--- config.mk ---
export PLATFORM = sky130hd
export DESIGN_NAME = score_manager
export DESIGN_NICKNAME = d
export VERILOG_FILES = /design/src/rtl/score_pkg.sv /design/src/rtl/bcd_digit_adder.sv /design/src/rtl/score_manager.sv
export SDC_FILE = /design/constraint.sdc
export NUM_CORES = 1
export LEC_CHECK = 0
export ABC_AREA = 1
export CORE_MARGIN = 2
export CORE_UTILIZATION = 50
export DETAILED_ROUTE_END_ITERATION = 10
export PLACE_DENSITY = 0.77
export SLEW_MARGIN = 20
export SYNTH_ARGS = -nofsm -noshare
export SYNTH_HDL_FRONTEND = slang
export SYNTH_SLANG_ARGS = --single-unit
--- constraint.sdc ---
create_clock -name clk -period 6.5 [get_ports clk]
set_input_delay 0.975 -clock clk [delete_from_list [all_inputs] [get_ports clk]]
set_output_delay 0.975 -clock clk [all_outputs]
set_load 0.01 [all_outputs]
--- src/rtl/score_pkg.sv ---
`default_nettype none
// ============================================================================
// Module      : score_pkg
// Description : Shared types and helpers for the score/lives commit logic.
// Revision    : 1.0 - initial release
// ============================================================================
package score_pkg;

    localparam int BCD_MAX = 9;

    typedef enum logic [1:0] {
        ST_IDLE = 2'd0,
        ST_ADD  = 2'd1,
        ST_LIFE = 2'd2
    } state_t;

    typedef struct packed {
        logic bottom;
        logic trap;
        logic credit;
        logic bumper;
        logic bad;
        logic good;
    } flags_t;

    // Binary 0..99 to two BCD digits, tens in [7:4], ones in [3:0].
    function automatic logic [7:0] to_bcd2(input int value);
        logic [3:0] tens;
        logic [3:0] ones;
        tens = 4'(value / 10);
        ones = 4'(value % 10);
        return {tens, ones};
    endfunction

endpackage
`default_nettype wire

--- src/rtl/bcd_digit_adder.sv ---
`default_nettype none
// ============================================================================
// Module      : bcd_digit_adder
// Description : Combinational single-digit BCD adder with carry in/out.
// Revision    : 1.0 - initial release
// ============================================================================
module bcd_digit_adder
    import score_pkg::*;
(
    input  logic [3:0] i_digit,
    input  logic [3:0] i_addend,
    input  logic       i_carry,
    output logic [3:0] o_sum,
    output logic       o_carry
);

    logic [4:0] w_raw;

    always_comb begin
        w_raw = {1'b0, i_digit} + {1'b0, i_addend} + {4'b0000, i_carry};
        if (w_raw > 5'(BCD_MAX)) begin
            o_sum   = 4'(w_raw - 5'd10);
            o_carry = 1'b1;
        end else begin
            o_sum   = w_raw[3:0];
            o_carry = 1'b0;
        end
    end

endmodule
`default_nettype wire

--- src/rtl/score_manager.sv ---
`default_nettype none
// ============================================================================
// Module      : score_manager
// Description : Accumulates per-frame collision events and commits them to a
//               BCD score and lives counter at each frame boundary.
// Revision    : 1.0 - initial release
// ============================================================================
module score_manager
    import score_pkg::*;
#(
    parameter int DIGITS        = 4,
    parameter int POINTS_GOOD   = 5,
    parameter int POINTS_BUMPER = 2,
    parameter int POINTS_CREDIT = 10,
    parameter int INIT_LIVES    = 3,
    parameter int MAX_LIVES     = 5
) (
    input  logic                  clk,
    input  logic                  resetN,
    input  logic                  startOfFrame,
    input  logic                  newGame,
    input  logic                  collisionBallObstacleGood,
    input  logic                  collisionBallObstacleBad,
    input  logic                  collisionBallBumper,
    input  logic                  collisionBallCredit,
    input  logic                  collisionBallTrap,
    input  logic                  collisionBallBottom,
    output logic [DIGITS*4-1:0]   score,
    output logic [3:0]            lives,
    output logic                  gameOver,
    output logic                  ballLost,
    output logic                  busy
);

    localparam int                  c_IDX_W      = (DIGITS > 1) ? $clog2(DIGITS) : 1;
    localparam logic [c_IDX_W-1:0]  c_LAST_IDX   = c_IDX_W'(DIGITS - 1);
    localparam logic [3:0]          c_INIT_LIVES = 4'(INIT_LIVES);
    localparam logic [3:0]          c_MAX_LIVES  = 4'(MAX_LIVES);

    state_t             r_state;
    logic [c_IDX_W-1:0] r_idx;
    logic               r_carry;
    logic [3:0]         r_digits [DIGITS];
    logic [3:0]         r_addend0;
    logic [3:0]         r_addend1;
    flags_t             r_flags;
    logic               r_snapLoss;
    logic               r_snapGain;
    logic               r_deferred;
    logic [3:0]         r_lives;
    logic               r_gameOver;
    logic               r_ballLost;

    flags_t             w_pulses;
    logic               w_snap;
    int                 w_inc;
    logic [7:0]         w_incBcd;
    logic [3:0]         w_curDigit;
    logic [3:0]         w_curAddend;
    logic [3:0]         w_sum;
    logic               w_carryOut;

    // Collisions are dropped entirely once the game is over.
    always_comb begin
        w_pulses        = '0;
        w_pulses.good   = collisionBallObstacleGood;
        w_pulses.bad    = collisionBallObstacleBad;
        w_pulses.bumper = collisionBallBumper;
        w_pulses.credit = collisionBallCredit;
        w_pulses.trap   = collisionBallTrap;
        w_pulses.bottom = collisionBallBottom;
        if (r_gameOver) begin
            w_pulses = '0;
        end
    end

    assign w_snap = (r_state == ST_IDLE) && (startOfFrame || r_deferred);

    always_comb begin
        w_inc = 0;
        if (r_flags.good)   w_inc = w_inc + POINTS_GOOD;
        if (r_flags.bumper) w_inc = w_inc + POINTS_BUMPER;
        if (r_flags.credit) w_inc = w_inc + POINTS_CREDIT;
        w_incBcd = to_bcd2(w_inc);
    end

    always_comb begin
        w_curDigit  = r_digits[r_idx];
        w_curAddend = 4'd0;
        if (r_idx == c_IDX_W'(0)) begin
            w_curAddend = r_addend0;
        end else if (r_idx == c_IDX_W'(1)) begin
            w_curAddend = r_addend1;
        end
    end

    bcd_digit_adder u_adder (
        .i_digit  (w_curDigit),
        .i_addend (w_curAddend),
        .i_carry  (r_carry),
        .o_sum    (w_sum),
        .o_carry  (w_carryOut)
    );

    always_ff @(posedge clk) begin
        if (!resetN || newGame) begin
            r_state    <= ST_IDLE;
            r_idx      <= '0;
            r_carry    <= 1'b0;
            r_addend0  <= 4'd0;
            r_addend1  <= 4'd0;
            r_flags    <= '0;
            r_snapLoss <= 1'b0;
            r_snapGain <= 1'b0;
            r_deferred <= 1'b0;
            r_lives    <= c_INIT_LIVES;
            r_gameOver <= 1'b0;
            r_ballLost <= 1'b0;
            for (int i = 0; i < DIGITS; i++) begin
                r_digits[i] <= 4'd0;
            end
        end else begin
            r_ballLost <= 1'b0;
            // A pulse coincident with the snapshot lands in the new frame.
            r_flags    <= (w_snap ? flags_t'('0) : r_flags) | w_pulses;
            if (startOfFrame && (r_state != ST_IDLE)) begin
                r_deferred <= 1'b1;
            end

            case (r_state)
                ST_IDLE: begin
                    if (w_snap) begin
                        r_deferred <= 1'b0;
                        r_snapLoss <= r_flags.bad | r_flags.trap | r_flags.bottom;
                        r_snapGain <= r_flags.credit;
                        r_addend0  <= w_incBcd[3:0];
                        r_addend1  <= w_incBcd[7:4];
                        r_carry    <= 1'b0;
                        r_idx      <= '0;
                        r_state    <= ST_ADD;
                    end
                end

                ST_ADD: begin
                    r_digits[r_idx] <= w_sum;
                    r_carry         <= w_carryOut;
                    if (r_idx == c_LAST_IDX) begin
                        // Overflow out of the top digit pins the score at all nines.
                        if (w_carryOut) begin
                            for (int i = 0; i < DIGITS; i++) begin
                                r_digits[i] <= 4'(BCD_MAX);
                            end
                        end
                        r_state <= ST_LIFE;
                    end else begin
                        r_idx <= r_idx + c_IDX_W'(1);
                    end
                end

                ST_LIFE: begin
                    if (r_snapLoss && !r_snapGain && (r_lives != 4'd0)) begin
                        r_lives    <= r_lives - 4'd1;
                        r_ballLost <= 1'b1;
                        if (r_lives == 4'd1) begin
                            r_gameOver <= 1'b1;
                        end
                    end else if (r_snapGain && !r_snapLoss && (r_lives < c_MAX_LIVES)) begin
                        r_lives <= r_lives + 4'd1;
                    end
                    r_state <= ST_IDLE;
                end

                default: begin
                    r_state <= ST_IDLE;
                end
            endcase
        end
    end

    for (genvar gi = 0; gi < DIGITS; gi++) begin : g_pack
        assign score[gi*4 +: 4] = r_digits[gi];
    end

    assign lives    = r_lives;
    assign gameOver = r_gameOver;
    assign ballLost = r_ballLost;
    assign busy     = (r_state != ST_IDLE);

endmodule
`default_nettype wire

Word-level counts from Yosys, hierarchy flattened
Memory sizes are Yosys's and may differ from the RTL's. A register that Yosys moved wholly into a read port is not among the register bits.
Cells that the tools add are included.
{ "word_totals": {"ramBits": 16, "memories": 1, "elab_cells": 117, "input_bits": 10, "out_inout_bits": 23, "reg_bits": 28} }
{ "memory_table": {"columns": ["name", "words", "width", "rd", "rd_ports_with_merged_regs", "wr", "line", "text"], "rows": [
  ["r_digits", 4, 4, 5, 1, 4, "score_manager.sv:43", "logic [3:0] r_digits [DIGITS];"]
]} }
{ "classes": {"order_cmp": 2, "div": 2, "mux": 42, "n_reduce_logical": 25, "n_bitwise": 11, "n_addsub": 8, "eq_ne": 9} }
{ "op_table": {"columns": ["op", "n"], "rows": [
  ["32-bit 2-to-1 mux", 2],
  ["4-bit 2-to-1 mux", 10],
  ["32-bit by 3-bit adder with 32-bit output, second input constant", 1],
  ["32-bit by 5-bit adder with 32-bit output, second input constant", 1],
  ["32-bit by 5-bit divider with 32-bit output, second input constant", 1],
  ["32-bit by 5-bit modulo with 32-bit output, second input constant", 1],
  ["1-bit 2-to-1 mux", 17],
  ["2-bit 2-to-1 mux", 7],
  ["6-bit 2-to-1 mux", 2],
  ["2-bit case mux with 2 select lines", 2],
  ["2-bit AND reduction", 4],
  ["2-bit equality test, second input constant", 3],
  ["1-bit logical AND", 6],
  ["2-bit inequality test, second input constant", 3],
  ["1-bit OR", 6],
  ["6-bit OR", 1],
  ["3-bit AND reduction", 2],
  ["2-bit nonzero test", 3],
  ["4-bit by 4-bit adder with 5-bit output", 1],
  ["5-bit by 1-bit adder with 5-bit output", 1],
  ["5-bit by 4-bit greater-than comparator with 1-bit output, second input constant", 1],
  ["4-bit by 1-bit adder with 4-bit output, second input constant", 1],
  ["2-bit by 1-bit equality test with 1-bit output, second input constant", 2],
  ["4-bit by 1-bit equality test with 1-bit output, second input constant", 1],
  ["14 further kinds", 20]
]} }

Longest topological paths before layout
Gate-level depths: netlist of the first run.
{ "depth": {"ltp_word": 17, "ltp_mapped": 23, "depth_no_buf": 23} }

Modules after synthesis
From an unflattened synthesis of the first run, not the netlist that was laid out.
{ "hier_totals": {"hier_cells": 315, "area_unflattened_um2": 2568.7} }
{ "modules_own_cells": {"columns": ["mod", "cells_each", "n_inst", "seq_area_each_um2", "area_per_inst_um2"], "rows": [
  ["score_manager", 270, 1, 1041.0, 2269.7],
  ["bcd_digit_adder", 45, 1, 0.0, 299.0]
]} }

Worst setup path after synthesis of the first run
Ideal clock, no wire load.
{ "synth_timing": {"kind": "flip-flop to flip-flop", "start": "reg (tool-made name)", "end": "mem r_digits[0][0], enable pin", "setup_slack_ns": 3.403, "setup_ns": 0.307, "t_arrival_ns": 2.790, "stages_incl_launch_ff": 18, "period_less_slack_ns": 3.097, "n_path_buf": 1, "required_ns": 6.193, "cell_sequence": "dfxtp_1 -> clkbuf_1 -> inv_1 -> nand2_1 -> a32o_1 -> fa_1 -> inv_1 -> fa_1 -> inv_1 -> ha_1 -> inv_1 -> o21ai_0 -> nand2_1 -> nand2_1 -> nand2_2 -> inv_2 -> o21ai_1 -> nand2_1"} }
{ "synth_lines": {"columns": ["item", "line"], "rows": [
  ["end, declared", "score_manager.sv:43"]
]} }

==> results.md, run 1 <==
- Status: complete, no violations
- Share of power burned in the clock network: 34.3%
- Achievable Freq: about 290 MHz
- Buf+Inv Stages, Crit Path: 6
- Post-Synthesis Mean Instance Area: 7.97 µm²
- First-pass GRT wire length: 8250 µm
- Top delay family on crit path: adder cells
- Vias per inst: roughly 5.1
- Final Hold Fails: 0
- CP cell instances: inv_1 -> ha_1 -> inv_1 -> o21ai_0 -> fa_1 -> inv_1 -> fa_1 -> inv_1 -> ha_1 -> inv_1 -> o21ai_0 -> nand2_1 -> nand2_1 -> nand2_2 -> inv_2 -> o21ai_1 -> nand2_1
- Sequential share of power: between 40% and 50%
- Vias in the first global route: 1952
- Setup crit start kind: flop
- # clock sinks: 44
- Later-pin clock latency in the skew report: 0.29 ns
- Internal power: 487 µW
- I/O Pins: 33
- Most used cell, CP: inv_1
- Setup-failing EPs final: 0
- Max Cap Viol: 0
- Full die area: 0.00561 mm²
- Cts hold-fix bufs: 0
- Largest net degree at the start of global routing: 27
- Final nets: 377
- Post-Syn Nets: 343
- GRT Total Usage: roughly a fifth
- CP required: approximately 6.5 ns
- Hold crit path type: reg -> reg
- Register area share after synthesis: 41.5%
- Area grow syn2layout: 20.4%
- H-tree depth: 2
- Initial antenna violation count: 0
- Worst-path maximum fanout: 6
- Switching share of power: 26.3%
- Total routed wirelength: 4940 µm
- Worst setup EP type: flop
- Syn Inst Count: 315
- Critical Path Slowest Stage Cell: fa_1
- Cts repair resizes: 0
- Tmin final: 3.48 ns
- Clock skew: approximately 0.0070 ns
- Synthesized area: 0.00251 mm²
- Clk Tree Root Cell: clkbuf_8
- Clk buf depth: 2
- Layout cell share with drive strength beyond 1: 11.4%
- Total number of vias: 2115
- Power share of the combinational group: 19.2%
- Slew at the pin closest to its max-slew limit: 0.575 ns
- Post-CTS setup buffer count: 0
- Fin. max-slew vios: 0
- Pwr Density: between 200 and 250 mW/mm²
- P_sw: approximately 170 µW
- RSZ-0062 raised after global routing: no
- Overall Power: ~660 µW
- CP arrival: between 3 and 4 ns
- Die Y: 74.9 µm
- Leakage power: 0.00131 µW
- Antenna diodes: 0
- Final Cycle Share: ~54%
- Clk pin slew, worst setup/hold paths: ~0.080 ns
- Most frequent cells in the layout: nand2_1 (66), inv_1 (38), clkdlybuf4s50_1 (32)
- Final antenna-violating net count: 0
- FP Rows: 25
- CTS tree: yes
- Seq cells post-synth: 44
- Unique masters post-synth: 34
- Peak VDD IR: ~0.00013 V
- PortBufs: 32
- Max_slew headroom: between 60% and 70%
- DRC Markers: 0
- DR WL/cell: between 10 and 15 µm
- RePlAce Congestion: 0.863
- Residual overflow from global routing: 0
- Fillers: approximately 400
- CTS Buf Count: 5
- First-pass iteration count of the detailed router: 4
- Setup TNS: 0 ns
- Yosys warns: 0
- Dpl hpwl: 3940 µm
- Initial Utilization: 52.5%
- Critical path class: reg -> reg
- Die W: 74.9 µm
- CORE AREA: 0.00479 mm²
- Number of DRC markers in iteration 0: 98
- Commonest non-fill, non-tap cell in the layout: nand2_1
- CP max stage delay: 0.48 ns
cell families (layout without fill, tap and decap cells):
| logic type | after synthesis | count (layout) | share of synthesized area [%] |
|---|---|---|---|
| fa+ha+maj | 18 | 18 | 9.57 |
| xor+xnor | 5 | 5 | 1.74 |
| buf+inv | 52 | 87 | 7.92 |
| simple gates | 139 | 139 | 26.4 |
| compound gates | 57 | 57 | 13.0 |
| flops | 44 | 44 | 41.5 |
state kept, by name, summed over array words and instances (netlist names), 2 cells and up, named ones only:
| name | cells |
|---|---|
| r_idx | 2 |
| r_digits | 16 |
| r_state | 2 |
| lives | 4 |
| r_addend1 | 2 |
| r_flags | 6 |
| r_addend0 | 4 |
power groups by stage:
stage / sequential [µW] / combinational [µW] / clock, µW
3_5_place_dp: 314 / 127 / 0
5_1_grt: 309 / 143 / 240
4_1_cts: 308 / 127 / 229
2_1_floorplan: 315 / 83.2 / 0
6_report: 307 / 127 / 227
3_3_place_gp: 314 / 125 / 0
metal layers:
metal	part of all wire, %	GRT usage (%)
met1	45	23.9
met2	48	32.7
met3	5.0	4.82
met4	1.7	7.54
met5	0	0
worst paths after layout:
path | startpoint | end | slack (ns) | cells past startpoint
worst min register to register | r_flags[5] | r_flags[5] | 0.47 | 2
worst min-delay path | r_flags[5] | r_flags[5] | 0.47 | 2
worst max register to register | r_idx[0] | r_digits[0][1] | 3.02 | 17
worst max-delay path | r_idx[0] | r_digits[0][1] | 3.02 | 17
metrics by stage:
step,hold slack [ns],cells,setup slack [ns],utilization (%),area [µm²]
after floorplan,0.441,315,3.40,-,2510
after global placement,0.451,409,3.18,60.5,2900
after detailed placement,0.459,409,3.05,60.5,2900
after CTS,0.470,417,3.03,63.2,3020
after global routing,0.496,417,2.78,63.2,3020
final,0.471,417,3.02,63.2,3020
cell type report:
| type | count | area, µm² | area share (%) |
|---|---|---|---|
| timing repair buffer | 33 | 328 | 10.8 |
| sequential | 44 | 1040 | 34.4 |
| clock buffer | 7 | 97.6 | 3.23 |
| tap | 67 | 83.8 | 2.77 |
| inverter | 46 | 173 | 5.71 |
| clock inverter | 1 | 30.0 | 0.993 |
| multi-input combinational | 219 | 1270 | 42.0 |
cell usage after synthesis (all sizes together):
cell    number  share of area, %
buf          3              0.60
a32o         1              0.40
a211oi       2              0.60
or2          3              0.85
dfxtp       28                22
o22ai        3              0.75
edfxtp      16                19
xor2         2              0.70
xnor2        3               1.0
a21oi       21               4.5
nand2       73                12
nand3b       2              0.75
fa           2               1.6
inv         46               6.9
o41ai        3               1.0
nand4        3              0.75
clkbuf       3              0.45
nand3       16               4.6
o21ai       27               5.7
nor3         5               1.0
ha          16               8.0
nor2        37               6.4
worst min-delay path, stage by stage, from the launching register on:
cell and delay, ns:
dfxtp_1 0.32, nand2_1 0.06, a21oi_1 0.05
Power figures use the tool's default switching activity.
==> run 2: changes to the inputs <==
- PLACE_DENSITY: 0.77 -> 0.8
- clock period: 6.5 -> 3 ns (I/O delays scaled with it)
==> run 2 against run 1 <==
Non-clock buffer count grew 24. Final cell count rose by 5.8%. Die area is the same. Worst setup slack got worse by 3.0 ns. Register-to-register slack got worse by 3.0 ns. First-iteration DRC count increased by 31%. Via count is 6.9% higher. Power up 120%. Wire length grew 15%. Critical endpoint unchanged. Largest power group unchanged. Highest routed layer unchanged.
==> results.md, run 2 (same netlist as run 1, synthesis figures left out) <==
- Hold crit path type: reg -> reg
- Switching share of power: 31.6% (+5.2 points)
- Vias in the first global route: 2117 (+8.5%)
- Vias per inst: 5.13 (+1.1%)
- Setup-failing EPs final: 0 (unchanged)
- DRC Markers: 0 (unchanged)
- Most frequent cells in the layout: nand2_1 (57), clkdlybuf4s50_1 (32), inv_1 (30)
- Worst hold slack: 0.470 ns (-0.000740 ns)
- Regs by FF count: r_digits x16, r_flags x6
- # clock sinks: 44 (unchanged)
- Total routed wirelength: 5670 µm (+15%)
- Final Instance Area: 0.00333 mm² (+10%)
- Share of power burned in the clock network: 26.8% (-7.5 points)
- Met3 Use GR: 4.42% (-0.40 points)
- Non-Filler Instances: 441 (+5.8%)
- Total number of vias: 2261 (+6.9%)
- Setup TNS: 0 ns (unchanged)
- Crit path capture: r_digits[0][1]
- Area grow syn2layout: 32.8%
- CP arrival: 2.98 ns (-0.49 ns)
- Cts hold-fix bufs: 0 (unchanged)
- Die W: 74.9 µm (unchanged)
- Met1 Usage GRT: 24.6% (+0.70 points)
- Commonest non-fill, non-tap cell in the layout: nand2_1
- Pwr Density: 438 mW/mm² (+100%)
- Post-DP Area: 0.00304 mm² (+5.0%)
- P_sw: 461 µW (+160%)
- CP max stage delay: 0.48 ns (about the same)
- Layout cell share with drive strength beyond 1: 25.9% (+15 points)
- Reg2reg end: r_digits[0][1]
- Final antenna-violating net count: 0 (unchanged)
- Final Hold Fails: 0 (unchanged)
- First-pass GRT wire length: 9240 µm (+12%)
- Initial Utilization: 52.5% (unchanged)
- CTS tree: yes
- Top delay family on crit path: adder cells
- H-tree depth: 2 (unchanged)
- CTS Buf Count: 5 (unchanged)
- Clk pin slew, worst setup/hold paths: 0.09 ns (about the same)
- Achievable Freq: 341 MHz (+19%)
- Die Y: 74.9 µm (unchanged)
- I/O Pins: 33 (unchanged)
- Dpl hpwl: 4310 µm (+9.6%)
- Leakage power: 0.00143 µW (+9.3%)
- CP required: 3.05 ns (-3.44 ns)
- Power share of the combinational group: 27.6% (+8.4 points)
- CP cell instances: inv_4 -> nand2_1 -> a32o_2 -> fa_2 -> inv_2 -> fa_2 -> buf_6 -> nor2_2 -> nand3_1 -> nand2_1 -> nand2_2 -> nand2_4 -> inv_6 -> o21ai_4 -> nand2_2
- Grt met2 use: 40.0% (+7.3 points)
- FP Rows: 25 (unchanged)
- Peak VDD IR: 0.000404 V (+210%)
- CORE AREA: 0.00479 mm² (unchanged)
- Largest net degree at the start of global routing: 17 (-37%)
- Full die area: 0.00561 mm² (unchanged)
- Worst-path maximum fanout: 6 (unchanged)
- Status: complete, no violations
- R2r worst-path depth: 15 (-2)
- Worst setup EP type: flop
- Final nets: 401 (+6.4%)
- Top reg by flops: r_digits
- Residual overflow from global routing: 0 (unchanged)
- Final Cycle Share: 97.6% (+44 points)
- Max Cap Viol: 0 (unchanged)
- RePlAce Congestion: 0.810 (-6.1%)
- DR WL/cell: 12.9 µm (+8.7%)
- Setup crit start kind: flop
- Overall Power: 1460 µW (+120%)
- Clock skew: 0.00932 ns (+0.00230 ns)
- Antenna diodes: 0 (unchanged)
- Critical Path Slowest Stage Cell: fa_2
- Fin. max-slew vios: 0 (unchanged)
- Tmin final: 2.93 ns (-0.549 ns)
- Initial antenna violation count: 0 (unchanged)
- GR peak layer: met2
- Number of DRC markers in iteration 0: 128 (+31%)
- First-pass iteration count of the detailed router: 4 (unchanged)
- Internal power: 998 µW (+100%)
- Buf+Inv Stages, Crit Path: 4 (-2)
- Reg-to-reg slack, setup: 0.07 ns (-2.95 ns)
- Clk Tree Root Cell: clkbuf_8
- Slew at the pin closest to its max-slew limit: 0.451 ns (-0.124 ns)
- Later-pin clock latency in the skew report: 0.30 ns (about the same)
- Critical path class: reg -> reg
- Clk buf depth: 2 (unchanged)
- PortBufs: 32 (unchanged)
- Sequential share of power: 45.7% (-0.8 points)
- Max_slew headroom: 69.6% (+7.9 points)
- Placed cells: 428 (+4.6%)
- Largest register FFs: 16 (unchanged)
- Critical path depth in cells: 15 (-2)
- GRT Total Usage: 21.6% (+2.3 points)
-- run 2: final cells by class --
cell class | instances | area (µm²)
sequential | 44 | 1050
inverter | 46 | 190
tap | 67 | 83.8
multi-input combinational | 219 | 1400
clock inverter | 3 | 26.3
timing repair buffer | 57 | 512
fill | 387 | 1450
clock buffer | 5 | 68.8
-- run 2: worst min-delay path, delay by kind of cell, from the launching register on --
kind	cells	cell delay, ns
flip-flops	1	0.32
AND/OR/NAND/NOR	1	0.06
AO/OA/AOI/OAI	1	0.05
-- run 2: power by group through the flow --
stage / sequential (µW) / combinational (µW) / clock [µW]
after floorplan: 683 / 182 / 0
final: 666 / 403 / 390
after global routing: 670 / 437 / 419
after detailed placement: 680 / 324 / 0
after global placement: 679 / 313 / 0
after CTS: 666 / 355 / 394
-- run 2: per-layer routing --
layer,wire length [µm],up-vias
met5,0,-
met4,106,0
met3,276,11
met2,2960,61
met1,2330,1048
li1,-,1141
-- run 2: how the worst min path moves through the flow --
stage	to	slack [ns]	start	depth (start not counted)
floorplan	r_flags[5]	0.44	r_flags[5]	2
global placement	r_flags[4]	0.45	r_flags[4]	2
detailed placement	r_addend1[0]	0.46	r_addend1[0]	2
CTS	r_addend1[0]	0.47	r_addend1[0]	2
global route	r_flags[4]	0.50	r_flags[4]	2
finish	r_flags[1]	0.47	r_flags[1]	2
-- run 2: timing repair --
item | in CTS | in global routing
pin swaps | 5 | 12
setup buffers | 2 | 3
resized for setup | 22 | 29
setup endpoints to repair | 21 | 28
endpoints found under the hold margin | 0 | 0
-- run 2: stage by stage --
stage	worst slack, ns	util (%)
after detailed placement	-0.193	63.6
after global routing	-0.0549	69.7
after CTS	0.00938	67.3
after global placement	-0.0611	63.6
final	0.0711	69.7
after floorplan	0.00626	-
==> run 3: changes to the inputs <==
- CAP_MARGIN: unset -> 20
- CORE_MARGIN: 2 -> unset
==> run 3 against run 2 <==
Sequential power barely moved. Non-clock buffer count is 2 lower. Design area up 0.83%. Utilization increased by 0.58 points. Largest cell class unchanged. Highest routed layer unchanged.
==> results.md, run 3 (same netlist as run 1, synthesis figures left out) <==
- H-tree depth: 2 (unchanged)
- I/O Pins: 33 (unchanged)
- Commonest non-fill, non-tap cell in the layout: nand2_1
- DR WL/cell: 13.2 µm (+2.8%)
- Final nets: 399 (-0.50%)
- Vias in the first global route: 1985 (-6.2%)
- Regs by FF count: r_digits x16, r_flags x6
- Worst-path maximum fanout: 5 (-1)
- Largest register FFs: 16 (unchanged)
- Number of DRC markers in iteration 0: 82 (-36%)
- Fin. max-slew vios: 0 (unchanged)
- First-pass GRT wire length: 8740 µm (-5.4%)
- Max Cap Viol: 0 (unchanged)
- PortBufs: 32 (unchanged)
- Total routed wirelength: 5810 µm (+2.3%)
- CTS Buf Count: 5 (unchanged)
- Initial Utilization: 52.5% (unchanged)
- Total number of vias: 2238 (-1.0%)
- Largest net degree at the start of global routing: 17 (unchanged)
- Layout cell share with drive strength beyond 1: 26.9% (+0.95 points)
- Final Hold Fails: 0 (unchanged)
- CTS tree: yes
- Setup-failing EPs final: 0 (unchanged)
- Full die area: 0.00531 mm² (-5.3%)
- RePlAce Congestion: 0.917 (+13%)
- Final core occ: 70.2% (+0.58 points)
- GRT Total Usage: 21.7% (+0.11 points)
- CP max stage delay: 0.48 ns (about the same)
- DRC Markers: 0 (unchanged)
- Hold crit path type: reg -> reg
- CORE AREA: 0.00479 mm² (unchanged)
- Tmin final: 2.95 ns (+0.0170 ns)
- Critical path class: reg -> reg
- CP cell instances: inv_2 -> nand2_1 -> a32o_2 -> fa_2 -> inv_2 -> fa_2 -> buf_6 -> nor2_4 -> nand3_2 -> nand2_2 -> nand2_4 -> nand2_4 -> inv_6 -> o21ai_4 -> nand2_2
- Clk buf depth: 2 (unchanged)
- Status: complete, no violations
- Peak VDD IR: 0.000430 V (+6.6%)
- Buf+Inv Stages, Crit Path: 4 (unchanged)
- Antenna diodes: 0 (unchanged)
- Critical Path Slowest Stage Cell: fa_2
- CP arrival: 2.99 ns (about the same)
- CP required: 3.05 ns (about the same)
- Slew at the pin closest to its max-slew limit: 0.650 ns (+0.199 ns)
- Most frequent cells in the layout: nand2_1 (58), clkdlybuf4s50_1 (32), nor2_1 (29)
- Die W: 72.9 µm (-2.7%)
- FP Rows: 25 (unchanged)
- Dpl hpwl: 4060 µm (-5.8%)
- Setup crit start kind: flop
- Residual overflow from global routing: 0 (unchanged)
- Final antenna-violating net count: 0 (unchanged)
- Setup TNS: 0 ns (unchanged)
- # clock sinks: 44 (unchanged)
- Top delay family on crit path: adder cells
- Die Y: 72.9 µm (-2.7%)
- Area grow syn2layout: 33.9%
- Initial antenna violation count: 0 (unchanged)
- Later-pin clock latency in the skew report: 0.30 ns (about the same)
- Leakage power: 0.00143 µW (+0.46%)
- Vias per inst: 5.10 (-0.57%)
- Worst setup EP type: flop
- Top reg by flops: r_digits
- Clk Tree Root Cell: clkbuf_8
- HP Start: r_flags[4]
- Clk pin slew, worst setup/hold paths: 0.08 ns (about the same)
- First-pass iteration count of the detailed router: 4 (unchanged)
- Final Cycle Share: 98.2% (+0.57 points)
- Max_slew headroom: 56.7% (-13 points)
- Pwr Density: 445 mW/mm² (+1.8%)
- Achievable Freq: 339 MHz (-0.58%)
- Clock skew: 0.00933 ns (+0.0000120 ns)
## run 3: cell types whose count changed in the layout (fill, tap and decap cells not counted), moves of 2 or more
cell     delta
buf_4       -2
inv_1       -2
inv_2       +2
inv_6       -2
nand2_2     -4
nand2_4     +3
## run 3: area by class of cell
type	count	area (µm²)
Clock buffer	7	98.8
Fill cell	362	1420
Tap cell	67	83.8
Clock inverter	1	5.00
Multi-Input combinational cell	219	1440
Inverter	46	190
Sequential cell	44	1050
Timing Repair Buffer	55	497
## run 3: path summary, 6_finish.rpt
path | slack, ns | depth (start not counted) | end
max | 0.05 | 15 | r_digits[1][1]
max reg2reg | 0.05 | 15 | r_digits[1][1]
min | 0.47 | 2 | r_flags[4]
min reg2reg | 0.47 | 2 | r_flags[4]
## run 3: tightest hold or removal path, stage by stage (launching register included)
cell	delay (ns)
dfxtp_1	0.31
nand2_1	0.06
a21oi_1	0.05
## run 3: per-stage QoR
step	setup WS, ns	std cells	hold slack [ns]	total power [µW]	area [µm²]
after floorplan	0.00626	315	0.441	866	2510
after global placement	0.0161	427	0.453	984	3030
after CTS	-0.00449	435	0.468	1420	3190
after detailed placement	-0.116	427	0.458	992	3030
final	0.0541	439	0.468	1500	3360
after global routing	-0.0354	439	0.498	1560	3360
## run 3: layer usage
metal	global-route usage, %	vias to the layer above	wire, µm
met4	6.10	0	73
met5	0	-	0
li1	-	1142	-
met3	4.97	9	193
met2	38.4	47	3090
met1	26.5	1040	2450
## run 3: repair_timing
action                     in CTS  in global routing
setup buffers                   0                  4
setup endpoints to repair      21                 28
hold buffers                    0                  0
pin swaps                       2                 11
resized for setup              15                 45
## run 3: report_power, final
part / switching (µW) / internal [µW]
registers: 19.1 / 647
clock network: 201 / 217
logic: 236 / 178
total: 456 / 1040
